### config.mk
export PLATFORM = sky130hd
export DESIGN_NAME = matching_pursuit_sweep_flat
export DESIGN_NICKNAME = d
export VERILOG_FILES = /design/src/rtl/matching_pursuit_sweep_if.sv /design/src/rtl/matching_pursuit_sweep.sv /design/src/flat_wrapper.sv
export SDC_FILE = /design/constraint.sdc
export NUM_CORES = 2
export LEC_CHECK = 0
export BUFFER_PORTS_ARGS = -buffer_cell sky130_fd_sc_hd__buf_2
export CAP_MARGIN = 20
export CELL_PAD_IN_SITES_DETAIL_PLACEMENT = 2
export CELL_PAD_IN_SITES_GLOBAL_PLACEMENT = 2
export CORE_UTILIZATION = 45
export CTS_BUF_LIST = sky130_fd_sc_hd__clkbuf_8
export CTS_CLUSTER_DIAMETER = 80
export DETAILED_ROUTE_END_ITERATION = 7
export PLACE_DENSITY = 0.91
export REMOVE_ABC_BUFFERS = 1
export SLEW_MARGIN = 40
export SYNTH_ARGS = -nofsm -noshare
export SYNTH_HDL_FRONTEND = slang
export SYNTH_SLANG_ARGS = --single-unit
### constraint.sdc
create_clock -name clock -period 12.17 [get_ports clock]
set_input_delay 2.434 -clock clock [delete_from_list [all_inputs] [get_ports clock]]
set_output_delay 2.434 -clock clock [all_outputs]
set_load 0.02 [all_outputs]
### src/rtl/matching_pursuit_sweep_if.sv
// rtl/matching_pursuit_sweep_if.sv - control, RAM read and result signals of the correlation sweep
interface matching_pursuit_sweep_if #(
    parameter int DICT_AW = 4,
    parameter int RES_AW  = 2,
    parameter int IDX_W   = 2
);
    logic               start;
    logic               abort;
    logic               busy;
    logic               done;
    logic [DICT_AW-1:0] dict_read_addr;
    logic [31:0]        dict_read_data;
    logic [RES_AW-1:0]  res_read_addr;
    logic [31:0]        res_read_data;
    logic [IDX_W-1:0]   best_index;
    logic [31:0]        best_corr;

    modport master (
        output start, abort, dict_read_data, res_read_data,
        input  busy, done, dict_read_addr, res_read_addr, best_index, best_corr
    );

    modport slave (
        input  start, abort, dict_read_data, res_read_data,
        output busy, done, dict_read_addr, res_read_addr, best_index, best_corr
    );
endinterface

### src/rtl/matching_pursuit_sweep.sv
// rtl/matching_pursuit_sweep.sv - streams atoms and residual, returns argmax |<phi_j, r>| and its correlation
module matching_pursuit_sweep #(
    parameter int M         = 4,
    parameter int N         = 3,
    parameter int DICT_AW   = 4,
    parameter int RES_AW    = 2,
    parameter int FRAC_BITS = 16
) (
    input logic                     clock,
    input logic                     reset,
    matching_pursuit_sweep_if.slave bus
);
    localparam int IDX_W = (N > 1) ? $clog2(N) : 1;
    localparam logic [DICT_AW-1:0] LAST_K = DICT_AW'(M * N - 1);
    localparam logic [RES_AW-1:0]  LAST_I = RES_AW'(M - 1);
    localparam logic signed [63:0] ACC_MAX = 64'sh7FFF_FFFF_FFFF_FFFF;
    localparam logic signed [63:0] ACC_MIN = 64'sh8000_0000_0000_0000;
    localparam logic signed [63:0] C32_MAX = 64'sh0000_0000_7FFF_FFFF;
    localparam logic signed [63:0] C32_MIN = 64'shFFFF_FFFF_8000_0000;

    typedef enum logic [1:0] {IDLE, RUN, DRAIN} state_t;
    state_t state_q, state_d;

    logic [DICT_AW-1:0] addr_k;
    logic [RES_AW-1:0]  addr_i;
    logic [IDX_W-1:0]   atom_j;

    logic               s1_valid, s1_first, s1_last, s1_final;
    logic [IDX_W-1:0]   s1_j;
    logic               p_valid, p_first, p_last, p_final;
    logic [IDX_W-1:0]   p_j;
    logic signed [63:0] prod;
    logic signed [63:0] acc;
    logic               a_valid, a_final;
    logic [IDX_W-1:0]   a_j;
    logic [31:0]        best_corr_q;
    logic [IDX_W-1:0]   best_idx_q;
    logic               c_final;
    logic               done_q;
    logic [31:0]        out_corr;
    logic [IDX_W-1:0]   out_idx;

    logic               k_last, accept, issue, flush, busy_c;
    logic [64:0]        sum_w;
    logic signed [63:0] sum_sat;
    logic signed [63:0] acc_sh;
    logic [31:0]        corr_c;
    logic [30:0]        corr_mag, best_mag;

    // Most-negative correlation is treated as the largest positive magnitude.
    function automatic logic [30:0] mag32(input logic [31:0] v);
        logic [31:0] n;
        n = 32'd0 - v;
        if (v == 32'h8000_0000) return 31'h7FFF_FFFF;
        else if (v[31])         return n[30:0];
        else                    return v[30:0];
    endfunction

    always_comb begin
        k_last = (addr_k == LAST_K);
        accept = (state_q == IDLE) && bus.start && !bus.abort;
        issue  = (state_q == RUN) && !bus.abort;
        flush  = bus.abort && (state_q != IDLE);
        busy_c = (state_q != IDLE);
        state_d = state_q;
        case (state_q)
            IDLE:    if (accept) state_d = RUN;
            RUN: begin
                if (bus.abort)   state_d = IDLE;
                else if (k_last) state_d = DRAIN;
            end
            DRAIN:   if (bus.abort || c_final) state_d = IDLE;
            default: state_d = IDLE;
        endcase
    end

    // 64-bit accumulation clamps instead of wrapping so huge sums still read as large.
    always_comb begin
        sum_w   = {acc[63], acc} + {prod[63], prod};
        sum_sat = sum_w[63:0];
        if (sum_w[64] != sum_w[63]) sum_sat = sum_w[64] ? ACC_MIN : ACC_MAX;
        acc_sh = acc >>> FRAC_BITS;
        corr_c = acc_sh[31:0];
        if (acc_sh > C32_MAX)      corr_c = 32'h7FFF_FFFF;
        else if (acc_sh < C32_MIN) corr_c = 32'h8000_0000;
        corr_mag = mag32(corr_c);
        best_mag = mag32(best_corr_q);
    end

    always_ff @(posedge clock or posedge reset) begin
        if (reset) state_q <= IDLE;
        else       state_q <= state_d;
    end

    always_ff @(posedge clock or posedge reset) begin
        if (reset) begin
            addr_k      <= '0;
            addr_i      <= '0;
            atom_j      <= '0;
            s1_valid    <= 1'b0;
            s1_first    <= 1'b0;
            s1_last     <= 1'b0;
            s1_final    <= 1'b0;
            s1_j        <= '0;
            p_valid     <= 1'b0;
            p_first     <= 1'b0;
            p_last      <= 1'b0;
            p_final     <= 1'b0;
            p_j         <= '0;
            prod        <= '0;
            acc         <= '0;
            a_valid     <= 1'b0;
            a_final     <= 1'b0;
            a_j         <= '0;
            best_corr_q <= '0;
            best_idx_q  <= '0;
            c_final     <= 1'b0;
            done_q      <= 1'b0;
            out_corr    <= '0;
            out_idx     <= '0;
        end else begin
            if (accept) begin
                addr_k <= '0;
                addr_i <= '0;
                atom_j <= '0;
            end else if (issue && !k_last) begin
                addr_k <= addr_k + 1'b1;
                addr_i <= (addr_i == LAST_I) ? '0 : addr_i + 1'b1;
                atom_j <= (addr_i == LAST_I) ? atom_j + 1'b1 : atom_j;
            end

            // Tags follow each element alongside the one-cycle RAM read latency.
            s1_valid <= issue;
            s1_first <= (addr_i == '0);
            s1_last  <= (addr_i == LAST_I);
            s1_final <= k_last;
            s1_j     <= atom_j;

            p_valid <= s1_valid && !flush;
            p_first <= s1_first;
            p_last  <= s1_last;
            p_final <= s1_final;
            p_j     <= s1_j;
            prod    <= 64'($signed(bus.dict_read_data)) * 64'($signed(bus.res_read_data));

            if (p_valid && !flush) acc <= p_first ? prod : sum_sat;
            a_valid <= p_valid && p_last && !flush;
            a_final <= p_final;
            a_j     <= p_j;

            if (a_valid && !flush && (a_j == '0 || corr_mag > best_mag)) begin
                best_corr_q <= corr_c;
                best_idx_q  <= a_j;
            end
            c_final <= a_valid && a_final && !flush;

            done_q <= c_final && !flush;
            if (c_final && !flush) begin
                out_corr <= best_corr_q;
                out_idx  <= best_idx_q;
            end
        end
    end

    assign bus.busy           = busy_c;
    assign bus.done           = done_q;
    assign bus.dict_read_addr = addr_k;
    assign bus.res_read_addr  = addr_i;
    assign bus.best_index     = out_idx;
    assign bus.best_corr      = out_corr;
endmodule

### src/flat_wrapper.sv
// flat-port wrapper written by rule: the top's interface ports become plain ports
module matching_pursuit_sweep_flat 
#(
    parameter int M         = 4,
    parameter int N         = 3,
    parameter int DICT_AW   = 4,
    parameter int RES_AW    = 2,
    parameter int FRAC_BITS = 16
)
  (clock, reset, bus_start, bus_abort, bus_dict_read_data, bus_res_read_data, bus_busy, bus_done, bus_dict_read_addr, bus_res_read_addr, bus_best_index, bus_best_corr);
  matching_pursuit_sweep_if #(.DICT_AW(DICT_AW), .RES_AW(RES_AW), .IDX_W(2)) bus_i ();
  input logic clock;
  input logic reset;
  input wire logic [$bits(bus_i.start)-1:0] bus_start;
  input wire logic [$bits(bus_i.abort)-1:0] bus_abort;
  input wire logic [$bits(bus_i.dict_read_data)-1:0] bus_dict_read_data;
  input wire logic [$bits(bus_i.res_read_data)-1:0] bus_res_read_data;
  output wire logic [$bits(bus_i.busy)-1:0] bus_busy;
  output wire logic [$bits(bus_i.done)-1:0] bus_done;
  output wire logic [$bits(bus_i.dict_read_addr)-1:0] bus_dict_read_addr;
  output wire logic [$bits(bus_i.res_read_addr)-1:0] bus_res_read_addr;
  output wire logic [$bits(bus_i.best_index)-1:0] bus_best_index;
  output wire logic [$bits(bus_i.best_corr)-1:0] bus_best_corr;
  assign bus_i.start = bus_start;
  assign bus_i.abort = bus_abort;
  assign bus_i.dict_read_data = bus_dict_read_data;
  assign bus_i.res_read_data = bus_res_read_data;
  assign bus_busy = bus_i.busy;
  assign bus_done = bus_i.done;
  assign bus_dict_read_addr = bus_i.dict_read_addr;
  assign bus_res_read_addr = bus_i.res_read_addr;
  assign bus_best_index = bus_i.best_index;
  assign bus_best_corr = bus_i.best_corr;
  matching_pursuit_sweep #(.M(M), .N(N), .DICT_AW(DICT_AW), .RES_AW(RES_AW), .FRAC_BITS(FRAC_BITS)) u_core (.clock(clock), .reset(reset), .bus(bus_i));
endmodule
## Word level (Yosys, flattened, before mapping)

Index checks and enable logic that the tools add are counted.

- Add/sub/neg operators: 6
- Multipliers: 1
- Magnitude comparators: 3
- Eq/ne operators: 10
- Mux-type cells: 22
- Reduce and logical (&&, ||, !) cells: 27

Operators by type and width:

| operator | count |
|---|---|
| two-way mux 64 bit | 3 |
| two-way mux 31 bit | 4 |
| adder 64 x 64 -> 65 bit | 1 |
| equality test 32 bit, second input constant | 2 |
| multiplier 32 x 32 -> 64 bit | 1 |
| two-way mux 32 bit | 2 |
| subtractor 1 x 31 -> 31 bit, first input constant | 2 |
| > comparator 48 x 32 -> 1 bit, second input constant | 1 |
| < comparator 48 x 32 -> 1 bit, second input constant | 1 |
| > comparator 31 bit | 1 |
| two-way mux 2 bit | 10 |
| logical AND 1 bit | 14 |
| two-way mux 4 bit | 2 |
| logical NOT 2 bit | 3 |
| one-hot mux 2 bit (3 select lines) | 1 |
| nonzero test 2 bit | 3 |
| adder 2 x 1 -> 2 bit, second input constant | 2 |
| adder 4 x 1 -> 4 bit, second input constant | 1 |
| equality test 2 bit, second input constant | 2 |
| equality test 4 bit, second input constant | 1 |
| inequality test 2 x 1 -> 1 bit, second input constant | 2 |
| logical NOT 1 bit | 3 |
| inequality test 3 x 2 -> 1 bit, second input constant | 1 |
| AND reduction 3 bit | 1 |
| other kinds (4) | 5 |

- Bits in registers: 224
- Logic and storage cells: 94

## Depth between registers and ports, before layout

- Depth in word-level cells: 9
- Mapped depth: 29
- Mapped depth without buffers: 28

## Worst setup path before layout

No wires, ideal clock.

- Path kind: input to register
- Start: input port bus_dict_read_data[31]
- End: register u_core.prod[60]
- Setup time: 0.079 ns
- Data arrival time: 9.757 ns
- Required time: 12.091 ns
- Setup slack: 2.334 ns
- Cell stages on the path: 29
- Buffers on the path: 2
- Path through: clkbuf_1 nand2_1 inv_1 fa_1 inv_1 fa_1 inv_1 fa_1 fa_1 inv_1 fa_1 inv_1 fa_1 inv_1 fa_1 fa_1 inv_1 ha_1 clkbuf_1 a21o_1 a21o_1 a21o_1 a21o_1 a21o_1 a21oi_1 nor2b_1 o21ai_0 o311ai_0 mux2i_1

- Word-level cells in the longest chain between the ends: 1

Ends and longest elaborated chain:

| what | line | RTL |
|---|---|---|
| start, declared | flat_wrapper.sv:16 | `input wire logic [$bits(bus_i.dict_read_data)-1:0] bus_dict_read_data;` |
| multiplier 32 x 32 -> 64 bit | matching_pursuit_sweep.sv:144 | `prod <= 64'($signed(bus.dict_read_data)) * 64'($signed(bus.res_read_data));` |
| end signal, assigned | matching_pursuit_sweep.sv:144 |  |
| end, declared | matching_pursuit_sweep.sv:32 | `logic signed [63:0] prod;` |

No other way between the ends.
A chain may end at the register's enable or synchronous reset.

## Worst setup path after layout

- Start: input port bus_res_read_data[8]
- End: register u_core.prod[63]

- Word-level cells in the longest chain between the ends: 1

Ends and longest elaborated chain:

| what | line | RTL |
|---|---|---|
| start, declared | flat_wrapper.sv:17 | `input wire logic [$bits(bus_i.res_read_data)-1:0] bus_res_read_data;` |
| multiplier 32 x 32 -> 64 bit | matching_pursuit_sweep.sv:144 |  |

No other way between the ends.

==> flow_metrics.py <==
metrics = {
    "global_route": {
        "antenna_found_initial": 29,
        "grt_max_degree": 107,
        "top_usage_layer": "met2",
        "grt_usage_pct": 48.47,
        "grt_pass1_vias": 55600,
        "grt_use_met1_pct": 48.12,
        "grt_pass1_wl_microns": 400500,
        "met2_usage_pct": 76.23,
        "grt.overflow.total": 0,
        "grtUsageMet3_pct": 18.99,
    },
    "worst_hold_path": {
        "hp-start": "u_core.p_j[1]",
        "min_path_type": "reg -> reg",
    },
    "worst_setup_path": {
        "crit_required_ns": 12.70,
        "crit_start": "bus_res_read_data[8]",
        "critPathArrivalTime_ns": 12.60,
        "start_kind": "input port",
        "cp_max_fo": 32,
        "r2r_start": "u_core.acc[51]",
        "endpoint_kind": "flip-flop",
        "crit_type": "in -> reg",
    },
    "cells_and_area": {
        "nNetsFinal": 6976,
        "nFillCells": 11900,
        "fin_area_sq_um": 53760,
        "area.growth.synth_to_final_pct": 5.407,
        "instances_no_fill": 7090,
        "drive_gt1_share_pct": 5.062,
        "layout_commonest_cell": "fa_1",
        "layout_common_cells": "fa_1 (1081), inv_1 (1069), nand2_1 (718)",
    },
    "synthesis": {
        "ys_seq_area_share_pct": 10.99,
        "yosysWarnings": 0,
        "ys.flop_type": "dfrtp_1",
        "synth_area_leaders": "fa_1 (43%), dfrtp_1 (11%), inv_1 (7.8%)",
        "synth_top_area_share_pct": 42.51,
        "synth_seq_cells": 224,
        "synth_edf_count": 0,
        "synthArstFlopShare_pct": 100.0,
        "synth.avg_cell_area_sq_um": 9.029,
        "syn-cell-area_sq_um": 51010,
        "synth_top_area_cell": "fa_1",
        "netlist_instances": 5649,
        "ys_types": 74,
    },
    "sta": {
        "fin_ws_ns": 0.1066,
        "rsz0062_at_grt": "false",
        "timing.final.max_slew_violations": 0,
        "tightestPinTransition_ns": 1.012,
        "skew_ns": 0.04461,
        "timing.final.crit_share_pct": 99.12,
        "hold_viol_final": 0,
        "finalSetupViolCount": 0,
        "fmax_mhz": 82.90,
        "relSlewSlack_pct": 32.21,
        "fin_crit_ns": 12.06,
    },
    "route": {
        "drt_wl_total_microns": 274000,
        "drt_iter0_markers": 4283,
        "dr.pass1.iters": 6,
        "drc": 0,
        "ant_nets": 0,
        "vias": 47000,
        "post_drt_wl_per_cell_microns": 38.64,
        "avgViaCountPerCell": 6.629,
    },
    "floorplan": {
        "die_w_microns": 338.7,
        "core_sq_um": 112500,
        "design.portCount": 110,
        "start_util_pct": 45.34,
        "placementRows": 123,
        "die_h_microns": 338.7,
        "die_area_sq_um": 114700,
    },
    "clocking": {
        "cts_hold_buf": 0,
        "root_buffer": "clkbuf_8",
        "path_clk_slew_ns": 0.07,
        "clock_path_buffers": 3,
        "cts_buffers": 45,
        "clock_sinks": 224,
        "tritoncts": "done",
        "htreeDepth": 2,
        "insertion_delay_ns": 0.71,
        "postCtsSetupBuffers": 0,
    },
    "placed_design": {
        "dp_hpwl_microns": 192900,
        "port_buffers": 109,
        "pre_cts_ws_ns": -0.08363,
        "place_inst": 6993,
        "post_dp_cell_area_sq_um": 52610,
        "place_congestion": 0.9083,
    },
    "flow_run": {
        "cap_violations": 0,
    },
    "status": {
        "outcome": "finished clean",
    },
}
state kept, by name, indices dropped and copies added (netlist names), 2 cells and up:
register and cells:
u_core.bus.best_corr 32, u_core.atom_j 2, u_core.bus.dict_read_addr 4, u_core.acc 64, u_core.best_corr_q 32, u_core.prod 64, u_core.s1_j 2, u_core.best_idx_q 2
u_core.bus.res_read_addr 2, u_core.p_j 2, u_core.a_j 2, u_core.bus.best_index 2, u_core.state_q 2
per-layer routing:
layer | vias to the layer above | routed length (microns)
li1 | 17140 | -
met5 | - | 349
met1 | 24020 | 84690
met4 | 26 | 34410
met3 | 2039 | 28750
met2 | 3774 | 125800
cells by family (layout without fill, tap and decap cells):
family | after synthesis | in the layout | synth area share, %
AO/OA/AOI/OAI | 750 | 750 | 9.216
XOR/XNOR | 157 | 157 | 2.696
adder cells (fa/ha/maj) | 1367 | 1367 | 49.47
buffers and inverters | 1364 | 1286 | 10.09
flip-flops | 224 | 224 | 10.99
multiplexers | 43 | 43 | 0.8684
other | 0 | 19 | 0
AND/OR/NAND/NOR | 1744 | 1744 | 16.66
layout make-up:
type	count	area, sq um	area share, %
diodes	19	47.55	0.08844
clock buffers	53	729.5	1.357
clock inverters	24	201.4	0.3747
inverters	1059	3988	7.417
multi-input cells	4061	40430	75.20
flip-flops and latches	224	5607	10.43
well taps	1500	1877	3.491
repair buffers	150	883.3	1.643
cell usage after synthesis (7+ instances only):
master and number:
o211ai_1 17, xnor2_1 105, o31ai_1 17, dfrtp_1 224
inv_1 1059, o21a_1 20, a31oi_1 33, xor2_1 52
nor2b_1 23, mux2i_1 33, or4_1 9, ha_1 284
clkbuf_1 286, or3_1 24, o21ai_0 160, buf_2 14
a21o_1 84, a21boi_0 17, mux2_2 10, a21oi_1 242
nor3_1 39, fa_1 1083, nand4_1 42, a211oi_1 22
nand2_1 722, o21bai_1 16, nand2b_1 34, nor4_1 18
and2_1 507, o41ai_1 7, and3_1 19, o22ai_1 11
a22oi_1 38, nand3_1 59, nor2_1 219
timing repair:
item | 4_1_cts | 5_1_grt
hold endpoints to repair | 0 | 0
resized for setup | 0 | 9
endpoints found under the setup margin | 0 | 2
final timing paths:
kind                                            endpoint  slack (ns)  depth (start not counted)
worst max-delay path                     u_core.prod[63]        0.11                         25
worst min-delay path                       u_core.a_j[1]        0.35                          0
worst max register to register      u_core.best_idx_q[1]        4.82                         20
worst min register to register             u_core.a_j[1]        0.35                          0
max in group asynchronous                 u_core.acc[15]        9.27                          3
min in group asynchronous       u_core.bus.best_corr[27]        1.81                          2
stage by stage:
stage	util, %	setup TNS (ns)	hold slack (ns)
finish	47.79	0	0.3470
global route	47.76	0	0.3670
CTS	47.59	0	0.3467
detailed placement	46.76	-0.08363	0.3358
global placement	46.76	0	0.3359
floorplan	-	0	0.3312
critical path: stages:
cell and delay, ns:
buf_2 0.58, nand2_1 0.35, fa_1 0.97, fa_1 0.55
inv_1 0.16, fa_1 0.51, fa_2 0.79, inv_1 0.38
fa_1 0.62, inv_1 0.08, fa_1 0.52, fa_1 0.57
inv_1 0.10, fa_1 0.58, inv_1 0.08, ha_1 0.43
a21o_1 0.29, a21o_1 0.22, a21oi_1 0.17, o21ai_0 0.24
a31oi_1 0.58, o21ai_0 0.19, a211o_1 0.51, a41oi_2 0.49
xnor2_4 0.14
Power is left out: the tool's default activity adds up to more than one toggle a clock period on the data nets, which glitch-free logic cannot reach.
